<file path="src/rtl/oam_dma.sv">
// OAM DMA engine: a CPU write to DMA_REG copies DMA_LEN bytes from page
// {rSrc,00} to OAM_BASE, one read cycle and one write cycle per byte.
module oam_dma #(
  parameter logic [15:0] DMA_REG  = 16'hFF46,
  parameter int          DMA_LEN  = 160,
  parameter logic [15:0] OAM_BASE = 16'hFE00
) (
  input  logic        iClock,
  input  logic        iReset,
  input  logic [15:0] iCpuAddr,
  input  logic        iCpuWe,
  input  logic [7:0]  iCpuData,
  output logic [7:0]  oCpuData,
  output logic [15:0] oAddr,
  output logic        oWe,
  output logic [7:0]  oData,
  input  logic [7:0]  iData,
  output logic        oDmaBusy
);

  // state | meaning
  // IDLE  | CPU owns the MMU bus, pass-through
  // READ  | fetch source byte {rSrc,rIdx} into rByte
  // WRITE | store rByte to OAM_BASE+rIdx
  localparam logic [1:0] IDLE  = 2'd0;
  localparam logic [1:0] READ  = 2'd1;
  localparam logic [1:0] WRITE = 2'd2;

  localparam logic [7:0] LAST_IDX = 8'(DMA_LEN - 1);

  logic [1:0] state, state_nxt;
  logic [7:0] rSrc, rIdx, rByte;
  logic [7:0] src_nxt, idx_nxt, byte_nxt;
  logic       busy;
  logic       hit;
  logic       trigger;

  assign hit     = (iCpuAddr == DMA_REG);
  assign trigger = iCpuWe && hit;

  always_comb begin
    state_nxt = state;
    src_nxt   = rSrc;
    idx_nxt   = rIdx;
    byte_nxt  = rByte;
    case (state)
      READ: begin
        byte_nxt  = iData;
        state_nxt = WRITE;
      end
      WRITE: begin
        if (rIdx == LAST_IDX) begin
          state_nxt = IDLE;
        end else begin
          idx_nxt   = rIdx + 8'd1;
          state_nxt = READ;
        end
      end
      default: state_nxt = IDLE;
    endcase
    // A trigger always wins, including mid-transfer; the current write still
    // goes out because outputs depend only on the present state.
    if (trigger) begin
      src_nxt   = iCpuData;
      idx_nxt   = 8'd0;
      state_nxt = READ;
    end
  end

  always_ff @(posedge iClock or negedge iReset) begin
    if (!iReset) begin
      state <= IDLE;
      rSrc  <= 8'h00;
      rIdx  <= 8'h00;
      rByte <= 8'h00;
      busy  <= 1'b0;
    end else begin
      state <= state_nxt;
      rSrc  <= src_nxt;
      rIdx  <= idx_nxt;
      rByte <= byte_nxt;
      busy  <= (state_nxt != IDLE);
    end
  end

  assign oDmaBusy = busy;

  always_comb begin
    oAddr    = iCpuAddr;
    oData    = iCpuData;
    oWe      = iCpuWe && !hit;
    oCpuData = hit ? rSrc : iData;
    if (busy) begin
      oCpuData = hit ? rSrc : 8'hFF;
    end
    case (state)
      READ: begin
        oAddr = {rSrc, rIdx};
        oWe   = 1'b0;
        oData = rByte;
      end
      WRITE: begin
        oAddr = OAM_BASE + {8'h00, rIdx};
        oWe   = 1'b1;
        oData = rByte;
      end
      default: ;
    endcase
  end

endmodule

</file>
<file path="config.mk">
export PLATFORM = sky130hd
export DESIGN_NAME = oam_dma
export DESIGN_NICKNAME = d
export VERILOG_FILES = /design/src/rtl/oam_dma.sv
export SDC_FILE = /design/constraint.sdc
export NUM_CORES = 1
export LEC_CHECK = 0
export ABC_AREA = 0
export CAP_MARGIN = 10
export CORE_MARGIN = 2
export CORE_UTILIZATION = 43
export DETAILED_ROUTE_END_ITERATION = 12
export PLACE_DENSITY = 0.82
export SYNTH_ARGS = -nofsm -noshare
export SYNTH_HDL_FRONTEND = slang
export SYNTH_SLANG_ARGS = --single-unit
export TNS_END_PERCENT = 1
</file>
<file path="constraint.sdc">
create_clock -name iClock -period 2.1 [get_ports iClock]
set_input_delay 0.42 -clock iClock [delete_from_list [all_inputs] [get_ports iClock]]
set_output_delay 0.42 -clock iClock [all_outputs]
set_load 0.01 [all_outputs]
</file>
==> results of run 1 <==
==> state kept, by name, summed over array words and instances (netlist names) <==
signal,cells
oDmaBusy,1
rByte,8
rIdx,8
rSrc,8
state,2
==> power groups by stage <==
stage	Clock (mW)	Sequential, mW	Combinational, mW
2_1_floorplan	0	0.530	0.0514
3_3_place_gp	0	0.530	0.207
3_5_place_dp	0	0.530	0.208
4_1_cts	0.299	0.520	0.177
5_1_grt	0.330	0.520	0.196
6_report	0.296	0.520	0.181
==> per-stage QoR <==
| step | instances | setup TNS [ns] | hold slack [ns] | total power, mW | util |
|---|---|---|---|---|---|
| floorplan | 184 | 0 | 0.1244 | 0.5819 | - |
| global placement | 306 | -10.23 | 0.4881 | 0.7371 | 0.6815 |
| detailed placement | 306 | -10.87 | 0.4962 | 0.7386 | 0.6815 |
| CTS | 314 | -0.4926 | 0.5177 | 0.9960 | 0.6900 |
| global route | 316 | -0.4393 | 0.5423 | 1.047 | 0.6859 |
| finish | 316 | -0.02094 | 0.5176 | 0.9966 | 0.6859 |
==> per-layer routing <==
layer	global-route usage	wire, um	vias up
li1	-	-	808
met1	0.3323	2204	767
met2	0.3850	2361	73
met3	0.03237	343	4
met4	0.05867	49	0
met5	0	0	-
==> area by class of cell <==
type | count | area, sq um
flip-flops and latches | 27 | 675.6
clock buffers | 3 | 41.29
repair buffers | 92 | 748.2
multi-input cells | 140 | 980.9
well taps | 48 | 60.06
clock inverters | 1 | 5.005
fillers | 310 | 1159
inverters | 5 | 18.77
==> how the worst min path moves through the flow <==
| stage | slack [ns] | end | startpoint | cells after the start |
|---|---|---|---|---|
| after global placement | 0.49 | rByte[7]$_DFFE_PN0N_ | rByte[7]$_DFFE_PN0N_ | 1 |
| after detailed placement | 0.50 | rByte[2]$_DFFE_PN0N_ | rByte[2]$_DFFE_PN0N_ | 1 |
| final | 0.52 | rIdx[6]$_DFFE_PN0P_ | iReset | 2 |
| after floorplan | 0.12 | oDmaBusy$_DFF_PN0_ | iReset | 0 |
| after CTS | 0.52 | rByte[2]$_DFFE_PN0N_ | rByte[2]$_DFFE_PN0N_ | 1 |
| after global routing | 0.54 | rByte[5]$_DFFE_PN0N_ | rByte[5]$_DFFE_PN0N_ | 1 |
==> logic make-up (layout without fill, tap and decap cells) <==
| family | after synthesis | count (layout) | share of synthesized area |
|---|---|---|---|
| adder cells (fa/ha/maj) | 3 | 3 | 0.02256 |
| AND/OR/NAND/NOR | 69 | 69 | 0.2113 |
| flip-flops | 27 | 27 | 0.4060 |
| multiplexers | 24 | 24 | 0.1624 |
| AO/OA/AOI/OAI | 40 | 40 | 0.1271 |
| XOR/XNOR | 4 | 4 | 0.02105 |
| buffers and inverters | 17 | 101 | 0.04962 |
==> layout by cell type, fill, tap and decap left out, types with 2 or more instances in the layout <==
master / instances
sky130_fd_sc_hd__a211oi_1: 2
sky130_fd_sc_hd__a21oi_1: 9
sky130_fd_sc_hd__and3_1: 3
sky130_fd_sc_hd__buf_12: 3
sky130_fd_sc_hd__buf_2: 18
sky130_fd_sc_hd__buf_4: 16
sky130_fd_sc_hd__buf_6: 11
sky130_fd_sc_hd__clkbuf_2: 17
sky130_fd_sc_hd__clkbuf_8: 3
sky130_fd_sc_hd__clkdlybuf4s15_1: 2
sky130_fd_sc_hd__clkdlybuf4s50_1: 19
sky130_fd_sc_hd__dfrtp_1: 27
sky130_fd_sc_hd__dlygate4sd2_1: 5
sky130_fd_sc_hd__inv_1: 3
sky130_fd_sc_hd__inv_2: 2
sky130_fd_sc_hd__mux2_2: 17
sky130_fd_sc_hd__mux2_4: 6
sky130_fd_sc_hd__nand2_1: 35
sky130_fd_sc_hd__nand2_2: 3
sky130_fd_sc_hd__nand4_1: 4
sky130_fd_sc_hd__nand4bb_4: 2
sky130_fd_sc_hd__nor2_1: 13
sky130_fd_sc_hd__nor3_1: 2
sky130_fd_sc_hd__o21ai_0: 12
sky130_fd_sc_hd__o21ai_1: 12
sky130_fd_sc_hd__xor2_1: 4
==> what timing repair did <==
item,CTS,global route
setup buffers,3,4
gates resized for setup,133,73
cloned,1,0
pin swaps,5,5
setup endpoints to repair,40,40
==> worst reg2reg max path, delay by kind of cell, from the launching register on <==
kind / cells / cell delay (ns)
and+or+nand+nor: 4 / 0.72
DFF: 1 / 0.41
adders and majority gates: 1 / 0.24
buffers and inverters: 1 / 0.18
==> tab_implementation.tex, run 1 <==
\begin{tabular}{lr}
\hline
Metric & Value \\
\hline
\multicolumn{2}{l}{\textbf{Run status}} \\
\quad Outcome & finished, violations left \\
\quad Violated checks & negative setup slack \\
\multicolumn{2}{l}{\textbf{STA}} \\
\quad Post-layout worst setup margin & -0.01250 ns \\
\quad Unrepaired setup endpoints after global routing & true \\
\quad Relative slew slack & 0.7473 \\
\quad Final period utilization & 1.006 \\
\quad Hold violation count in the final report & 0 \\
\quad Clock skew & about 0.0036 ns \\
\quad Fmax & about 0.47 GHz \\
\quad Final count of negative-setup-slack endpoints & 2 \\
\quad Final worst path period need & roughly 2.1 ns \\
\quad Number of slew-limit violations in the final report & 0 \\
\quad Actual slew at the worst max-slew pin & between 0.3 and 0.4 ns \\
\multicolumn{2}{l}{\textbf{Setup path}} \\
\quad Reg-to-reg endpoint & rIdx[3]\$\_DFFE\_PN0P\_ \\
\quad Crit. Startpoint & state[1]\$\_DFF\_PN0\_ \\
\quad Chain of cells forming the critical path & ha\_4 > buf\_12 > buf\_12 > mux2\_4 > buf\_6 \\
\quad Count of cells along the worst register-to-register path & 6 \\
\quad Worst setup SP type & flip-flop \\
\quad Cell at the slowest stage of the critical path & sky130\_fd\_sc\_hd\_\_dfrtp\_1 \\
\quad Worst EP arrival & about 1.7 ns \\
\quad Data required time at the worst endpoint & roughly 1.7 ns \\
\quad Maximum cell stage delay along the critical path & 0.43 ns \\
\quad Largest driver fanout on the critical path & 10 \\
\quad Setup crit end kind & output pin \\
\quad CP Depth & 5 \\
\quad Worst Path Class, Setup & flip-flop to output pin \\
\quad CP Buf/Inv Count & 3 \\
\quad Worst path most repeated cell & sky130\_fd\_sc\_hd\_\_buf\_12 \\
\quad Crit path max-delay family & flip-flops \\
\quad R2R setup slack & about 0.46 ns \\
\quad Startpoint of the worst-slack reg-to-reg timing path & rIdx[0]\$\_DFFE\_PN0P\_ \\
\quad Termination of the worst setup path & oData[6] \\
\multicolumn{2}{l}{\textbf{Yosys}} \\
\quad Nets in the synthesized netlist & 222 \\
\quad Netlist area before placement & 0.001664 sq mm \\
\quad Leading post-synthesis cells by cell area & sky130\_fd\_sc\_hd\_\_dfrtp\_1, sky130\_fd\_sc\_hd\_\_mux2\_2, sky130\_fd\_sc\_hd\_\_nand2\_1 \\
\quad Number of warnings reported in the yosys synthesis log & 0 \\
\quad Ys flop type & sky130\_fd\_sc\_hd\_\_dfrtp\_1 \\
\quad Most frequent cells after synthesis & sky130\_fd\_sc\_hd\_\_nand2\_1, sky130\_fd\_sc\_hd\_\_dfrtp\_1, sky130\_fd\_sc\_hd\_\_o21ai\_0, sky130\_fd\_sc\_hd\_\_mux2\_2, sky130\_fd\_sc\_hd\_\_nor2\_1 \\
\quad Most area-hungry cell type in the Yosys netlist & sky130\_fd\_sc\_hd\_\_dfrtp\_1 \\
\quad Post-synthesis register bit count & 27 \\
\quad Ys async rst share & 1.000 \\
\quad Share of the yosys chip area belonging to registers & 0.4060 \\
\quad Synth Area per Inst & between 9 and 10 sq um \\
\quad Cells after synthesis & between 150 and 200 \\
\quad Synth top area share & 0.4060 \\
\quad Number of library cell types mapped by synthesis & 30 \\
\quad Number of enable flip-flop cells after synthesis & 0 \\
\quad Leading cell type by number of instances after synthesis & sky130\_fd\_sc\_hd\_\_nand2\_1 \\
\multicolumn{2}{l}{\textbf{Global routing}} \\
\quad Grt ovf & 0 \\
\quad Initial antenna violation count & 0 \\
\quad Overall global routing resource usage & 0.2369 \\
\quad Largest net degree at the start of global routing & 28 \\
\quad Via count of the first global-routing pass & between 1500 and 2000 \\
\quad Global-route wire length before repair & between 7000 and 8000 um \\
\multicolumn{2}{l}{\textbf{Die}} \\
\quad Cell Rows & 22 \\
\quad I/O pin count & a little under 70 \\
\quad Die height & $\sim$66 um \\
\quad Placeable core region & 0.003689 sq mm \\
\quad Area of the die & about 0.0044 sq mm \\
\quad Initial Util & 0.4512 \\
\quad Overall die width & around 66 um \\
\multicolumn{2}{l}{\textbf{Min path}} \\
\quad Path category of the worst min-delay check & primary input to asynchronous set/reset pin \\
\multicolumn{2}{l}{\textbf{Placement}} \\
\quad Sum of net half-perimeters after detailed placement & 3387 um \\
\quad Count of buffers inserted at the top-level ports & $\sim$70 \\
\quad Place WS & -0.6675 ns \\
\quad Post-place instance area & approximately 0.0025 sq mm \\
\quad Final weighted congestion in routability-driven placement & about 0.80 \\
\multicolumn{2}{l}{\textbf{Layout}} \\
\quad Number of nets in the layout & roughly 310 \\
\quad N\_diodes & 0 \\
\quad Area growth syn-to-layout & 52.03\% \\
\quad Share of post-route cells with drive strength above 1 & 0.3955 \\
\quad Final cell area excluding filler cells & about 0.0025 sq mm \\
\multicolumn{2}{l}{\textbf{Route}} \\
\quad Drt via density & 5.228 \\
\quad Routed WL per cell & between 15 and 20 um \\
\quad Remaining DRCs & 0 \\
\quad DRC marker count from the first detailed-route iteration & 83 \\
\quad Drt first pass iters & 4 \\
\quad Final WL & 4959 um \\
\quad Routed vias & 1652 \\
\quad Count of antenna-violating nets left after detailed routing & 0 \\
\multicolumn{2}{l}{\textbf{Power and ir drop}} \\
\quad Leakage power summed over all cells & 1.216 nW \\
\quad Power per standard cell area & 393.9 mW/mm\^{}2 \\
\quad Switching share of power & 0.2427 \\
\quad Sequential Power Share & 0.522 \\
\quad Internal power component & 0.7547 mW \\
\quad Part of the total power dissipated in combinational logic & 0.182 \\
\quad Net load switching power & 0.2419 mW \\
\quad Share of total power in the clock network & 0.297 \\
\quad Worst voltage drop across the vdd grid & 0.2869 mV \\
\multicolumn{2}{l}{\textbf{CTS}} \\
\quad Clock tree root driver cell & sky130\_fd\_sc\_hd\_\_clkbuf\_8 \\
\quad Clock tree from TritonCTS & built \\
\quad Bufs on Longest Clock Path & 2 \\
\quad Htree depth & 1 \\
\quad Inserted Clock Buffers & 3 \\
\quad Count of clock tree sinks & 27 \\
\quad Register clock-pin slew on the reported worst setup and hold paths & 0.09 ns \\
\quad Number of buffers inserted by hold repair at cts & 0 \\
\quad Latest clock arrival within the worst-skew pair & about 0.27 ns \\
\multicolumn{2}{l}{\textbf{Flow run}} \\
\quad Max-cap viol count & 0 \\
\hline
\end{tabular}
No activity file was read; power rests on OpenSTA's default activity.
==> run 2: changes to the inputs <==
--- a/config.mk
+++ b/config.mk
@@ -8,9 +8,10 @@
 export ABC_AREA = 0
 export CAP_MARGIN = 10
 export CORE_MARGIN = 2
-export CORE_UTILIZATION = 43
+export CORE_UTILIZATION = 39
+export CTS_BUF_LIST = sky130_fd_sc_hd__clkbuf_8 sky130_fd_sc_hd__clkbuf_16
 export DETAILED_ROUTE_END_ITERATION = 12
-export PLACE_DENSITY = 0.82
+export PLACE_DENSITY = 0.79
 export SYNTH_ARGS = -nofsm -noshare
 export SYNTH_HDL_FRONTEND = slang
 export SYNTH_SLANG_ARGS = --single-unit
==> constraint.sdc (replaced) <==
create_clock -name iClock -period 1.9 [get_ports iClock]
set_input_delay 0.38 -clock iClock [delete_from_list [all_inputs] [get_ports iClock]]
set_output_delay 0.38 -clock iClock [all_outputs]
set_load 0.01 [all_outputs]
==> run 2 against run 1 <==
The flow still finishes with violations (negative setup slack); sequential share of layout area shrank 1.8 points; sequential power grew 11%; final cell count grew 5.4%; via count grew 6.1%; die area grew 9.6%; register-to-register slack lost 0.19 ns; routed wire length grew 3.8%; critical path type unchanged; largest power group unchanged.
==> tab_implementation.tex, run 2 (synthesis results as in run 1) <==
\begin{tabular}{lr}
\hline
Metric & Value \\
\hline
\multicolumn{2}{l}{\textbf{Setup path}} \\
\quad Worst EP arrival & 1.67 ns (-0.02 ns) \\
\quad Worst setup SP type & flip-flop \\
\quad Crit path max-delay family & buffers and inverters \\
\quad Worst Path Class, Setup & flip-flop to output pin \\
\quad Cell at the slowest stage of the critical path & sky130\_fd\_sc\_hd\_\_dfrtp\_1 \\
\quad Maximum cell stage delay along the critical path & 0.38 ns (-0.05 ns) \\
\quad Chain of cells forming the critical path & inv\_2 > ha\_4 > bufbuf\_16 > mux2\_4 > buf\_6 \\
\quad Setup crit end kind & output pin \\
\quad Largest driver fanout on the critical path & 5 (-5) \\
\quad CP Buf/Inv Count & 3 (unchanged) \\
\quad Data required time at the worst endpoint & 1.52 ns (-0.16 ns) \\
\multicolumn{2}{l}{\textbf{CTS}} \\
\quad Bufs on Longest Clock Path & 2 (unchanged) \\
\quad Register clock-pin slew on the reported worst setup and hold paths & 0.09 ns (about the same) \\
\quad Count of clock tree sinks & 27 (unchanged) \\
\quad Number of buffers inserted by hold repair at cts & 0 (unchanged) \\
\quad Clock tree from TritonCTS & built \\
\quad Latest clock arrival within the worst-skew pair & 0.27 ns (about the same) \\
\quad Inserted Clock Buffers & 3 (unchanged) \\
\quad Clock tree root driver cell & sky130\_fd\_sc\_hd\_\_clkbuf\_8 \\
\quad Htree depth & 1 (unchanged) \\
\multicolumn{2}{l}{\textbf{Global routing}} \\
\quad Via count of the first global-routing pass & 1733 (+6.6\%) \\
\quad Overall global routing resource usage & 0.2201 (-0.01678) \\
\quad Largest net degree at the start of global routing & 28 (unchanged) \\
\quad Grt ovf & 0 (unchanged) \\
\quad Global-route wire length before repair & 8549 um (+8.8\%) \\
\quad Initial antenna violation count & 0 (unchanged) \\
\multicolumn{2}{l}{\textbf{Min path}} \\
\quad Path category of the worst min-delay check & primary input to asynchronous set/reset pin \\
\multicolumn{2}{l}{\textbf{Layout}} \\
\quad N\_diodes & 0 (unchanged) \\
\quad Final standard cell utilization of the core & 0.6698 (-0.01614) \\
\quad Share of post-route cells with drive strength above 1 & 0.4629 (+0.06738) \\
\quad Final cell area excluding filler cells & 0.002718 sq mm (+7.4\%) \\
\quad Number of cells in the finished layout apart from fillers & 333 (+5.4\%) \\
\quad Area growth syn-to-layout & 63.31\% \\
\quad Number of nets in the layout & 322 (+4.9\%) \\
\quad Commonest cells after routing, fill and taps aside & sky130\_fd\_sc\_hd\_\_nand2\_1, sky130\_fd\_sc\_hd\_\_buf\_2, sky130\_fd\_sc\_hd\_\_dfrtp\_1, sky130\_fd\_sc\_hd\_\_buf\_4, sky130\_fd\_sc\_hd\_\_o21ai\_1 \\
\quad Top flop regs & rByte: 8 flops, rIdx: 8 flops, rSrc: 8 flops \\
\multicolumn{2}{l}{\textbf{STA}} \\
\quad Number of slew-limit violations in the final report & 0 (unchanged) \\
\quad Final period utilization & 1.077 \\
\quad Final count of negative-setup-slack endpoints & 21 (+19) \\
\quad Final worst path period need & about 2.0 ns \\
\quad Actual slew at the worst max-slew pin & 0.3551 ns (-0.02395 ns) \\
\quad Post-layout worst setup margin & -0.1455 ns (-0.1330 ns) \\
\quad Worst Hold Slack & 0.4846 ns (-0.03301 ns) \\
\quad Relative slew slack & 0.7632 (+0.01596) \\
\quad Setup TNS after final layout & -1.723 ns (-1.702 ns) \\
\quad Clock skew & 0.006710 ns (+0.003062 ns) \\
\quad Hold violation count in the final report & 0 (unchanged) \\
\quad Unrepaired setup endpoints after global routing & true \\
\quad Fmax & 0.4889 GHz \\
\multicolumn{2}{l}{\textbf{Power and ir drop}} \\
\quad Overall power & 1.108 mW (+11\%) \\
\quad Power per standard cell area & 407.7 mW/mm\^{}2 (+3.5\%) \\
\quad Worst voltage drop across the vdd grid & 0.4253 mV (+48\%) \\
\quad Leakage power summed over all cells & 1.342 nW (+10\%) \\
\multicolumn{2}{l}{\textbf{Route}} \\
\quad Routed WL per cell & 15.46 um (-1.5\%) \\
\quad DRC marker count from the first detailed-route iteration & 90 (+8.4\%) \\
\quad Final WL & 5147 um (+3.8\%) \\
\quad Drt via density & 5.264 (+0.70\%) \\
\quad Routed vias & 1753 (+6.1\%) \\
\quad Remaining DRCs & 0 (unchanged) \\
\quad Drt first pass iters & 4 (unchanged) \\
\quad Count of antenna-violating nets left after detailed routing & 0 (unchanged) \\
\multicolumn{2}{l}{\textbf{Die}} \\
\quad Placeable core region & 0.004058 sq mm (+10\%) \\
\quad Die height & 69.32 um (+4.7\%) \\
\quad Cell Rows & 23 (+4.5\%) \\
\quad Initial Util & 0.4101 (-0.04104) \\
\quad Area of the die & 0.004805 sq mm (+9.6\%) \\
\quad Overall die width & 69.32 um (+4.7\%) \\
\quad I/O pin count & 69 (unchanged) \\
\multicolumn{2}{l}{\textbf{Placement}} \\
\quad Post-placement cell count & 320 (+4.6\%) \\
\quad Post-place instance area & 0.002594 sq mm (+3.2\%) \\
\quad Count of buffers inserted at the top-level ports & 68 (unchanged) \\
\quad Final weighted congestion in routability-driven placement & 0.7661 (-3.8\%) \\
\quad Place WS & -0.8112 ns (-0.1437 ns) \\
\quad Sum of net half-perimeters after detailed placement & 3508 um (+3.6\%) \\
\multicolumn{2}{l}{\textbf{Flow run}} \\
\quad Max-cap viol count & 0 (unchanged) \\
\multicolumn{2}{l}{\textbf{Run status}} \\
\quad Violated checks & negative setup slack \\
\quad Outcome & finished, violations left \\
\hline
\end{tabular}
run 2: power breakdown:
part | leakage [nW] | internal [mW] | total (mW) | switching [mW]
Sequential | 0.336 | 0.574 | 0.575 | 0.000360
Clock | 0.0269 | 0.145 | 0.317 | 0.172
Combinational | 0.980 | 0.123 | 0.216 | 0.0931
run 2: final timing paths:
| check | cells after the start | slack, ns | from | end |
|---|---|---|---|---|
| min in group iClock | 1 | 0.51 | rByte[6]$_DFFE_PN0N_ | rByte[6]$_DFFE_PN0N_ |
| hold / removal | 2 | 0.48 | iReset | rSrc[4]$_DFFE_PN0P_ |
| setup reg to reg | 6 | 0.27 | rIdx[0]$_DFFE_PN0P_ | rIdx[0]$_DFFE_PN0P_ |
| setup / recovery | 5 | -0.15 | state[0]$_DFF_PN0_ | oData[5] |
| max in group asynchronous | 2 | 1.15 | iReset | rByte[7]$_DFFE_PN0N_ |
| hold reg to reg | 1 | 0.51 | rByte[6]$_DFFE_PN0N_ | rByte[6]$_DFFE_PN0N_ |
run 2: final cells by class:
cell class	count	area, sq um
tap	50	62.56
inverter	5	18.77
clock inverter	1	3.754
clock buffer	3	41.29
multi-input combinational	140	1005
timing repair buffer	107	910.9
sequential	27	675.6
fill	321	1340
run 2: what timing repair did:
action | 4_1_cts | 5_1_grt
gates cloned | 2 | 0
pin swaps | 6 | 6
setup endpoints to repair | 50 | 41
buffers inserted | 7 | 0
resized for setup | 225 | 32
hold endpoints to repair | 0 | 0
run 2: routing by layer:
layer  wire, um  global-route usage
met5          0                   0
met4         34             0.06100
met3        268             0.03488
met2       2531              0.3675
met1       2312              0.2952
==> run 3: changes to the inputs <==
--- a/config.mk
+++ b/config.mk
@@ -6,7 +6,6 @@
 export NUM_CORES = 1
 export LEC_CHECK = 0
 export ABC_AREA = 0
-export CAP_MARGIN = 10
 export CORE_MARGIN = 2
 export CORE_UTILIZATION = 39
 export CTS_BUF_LIST = sky130_fd_sc_hd__clkbuf_8 sky130_fd_sc_hd__clkbuf_16
==> results of run 3 <==
Final layout, timing and power as in run 2 (identical DEF).
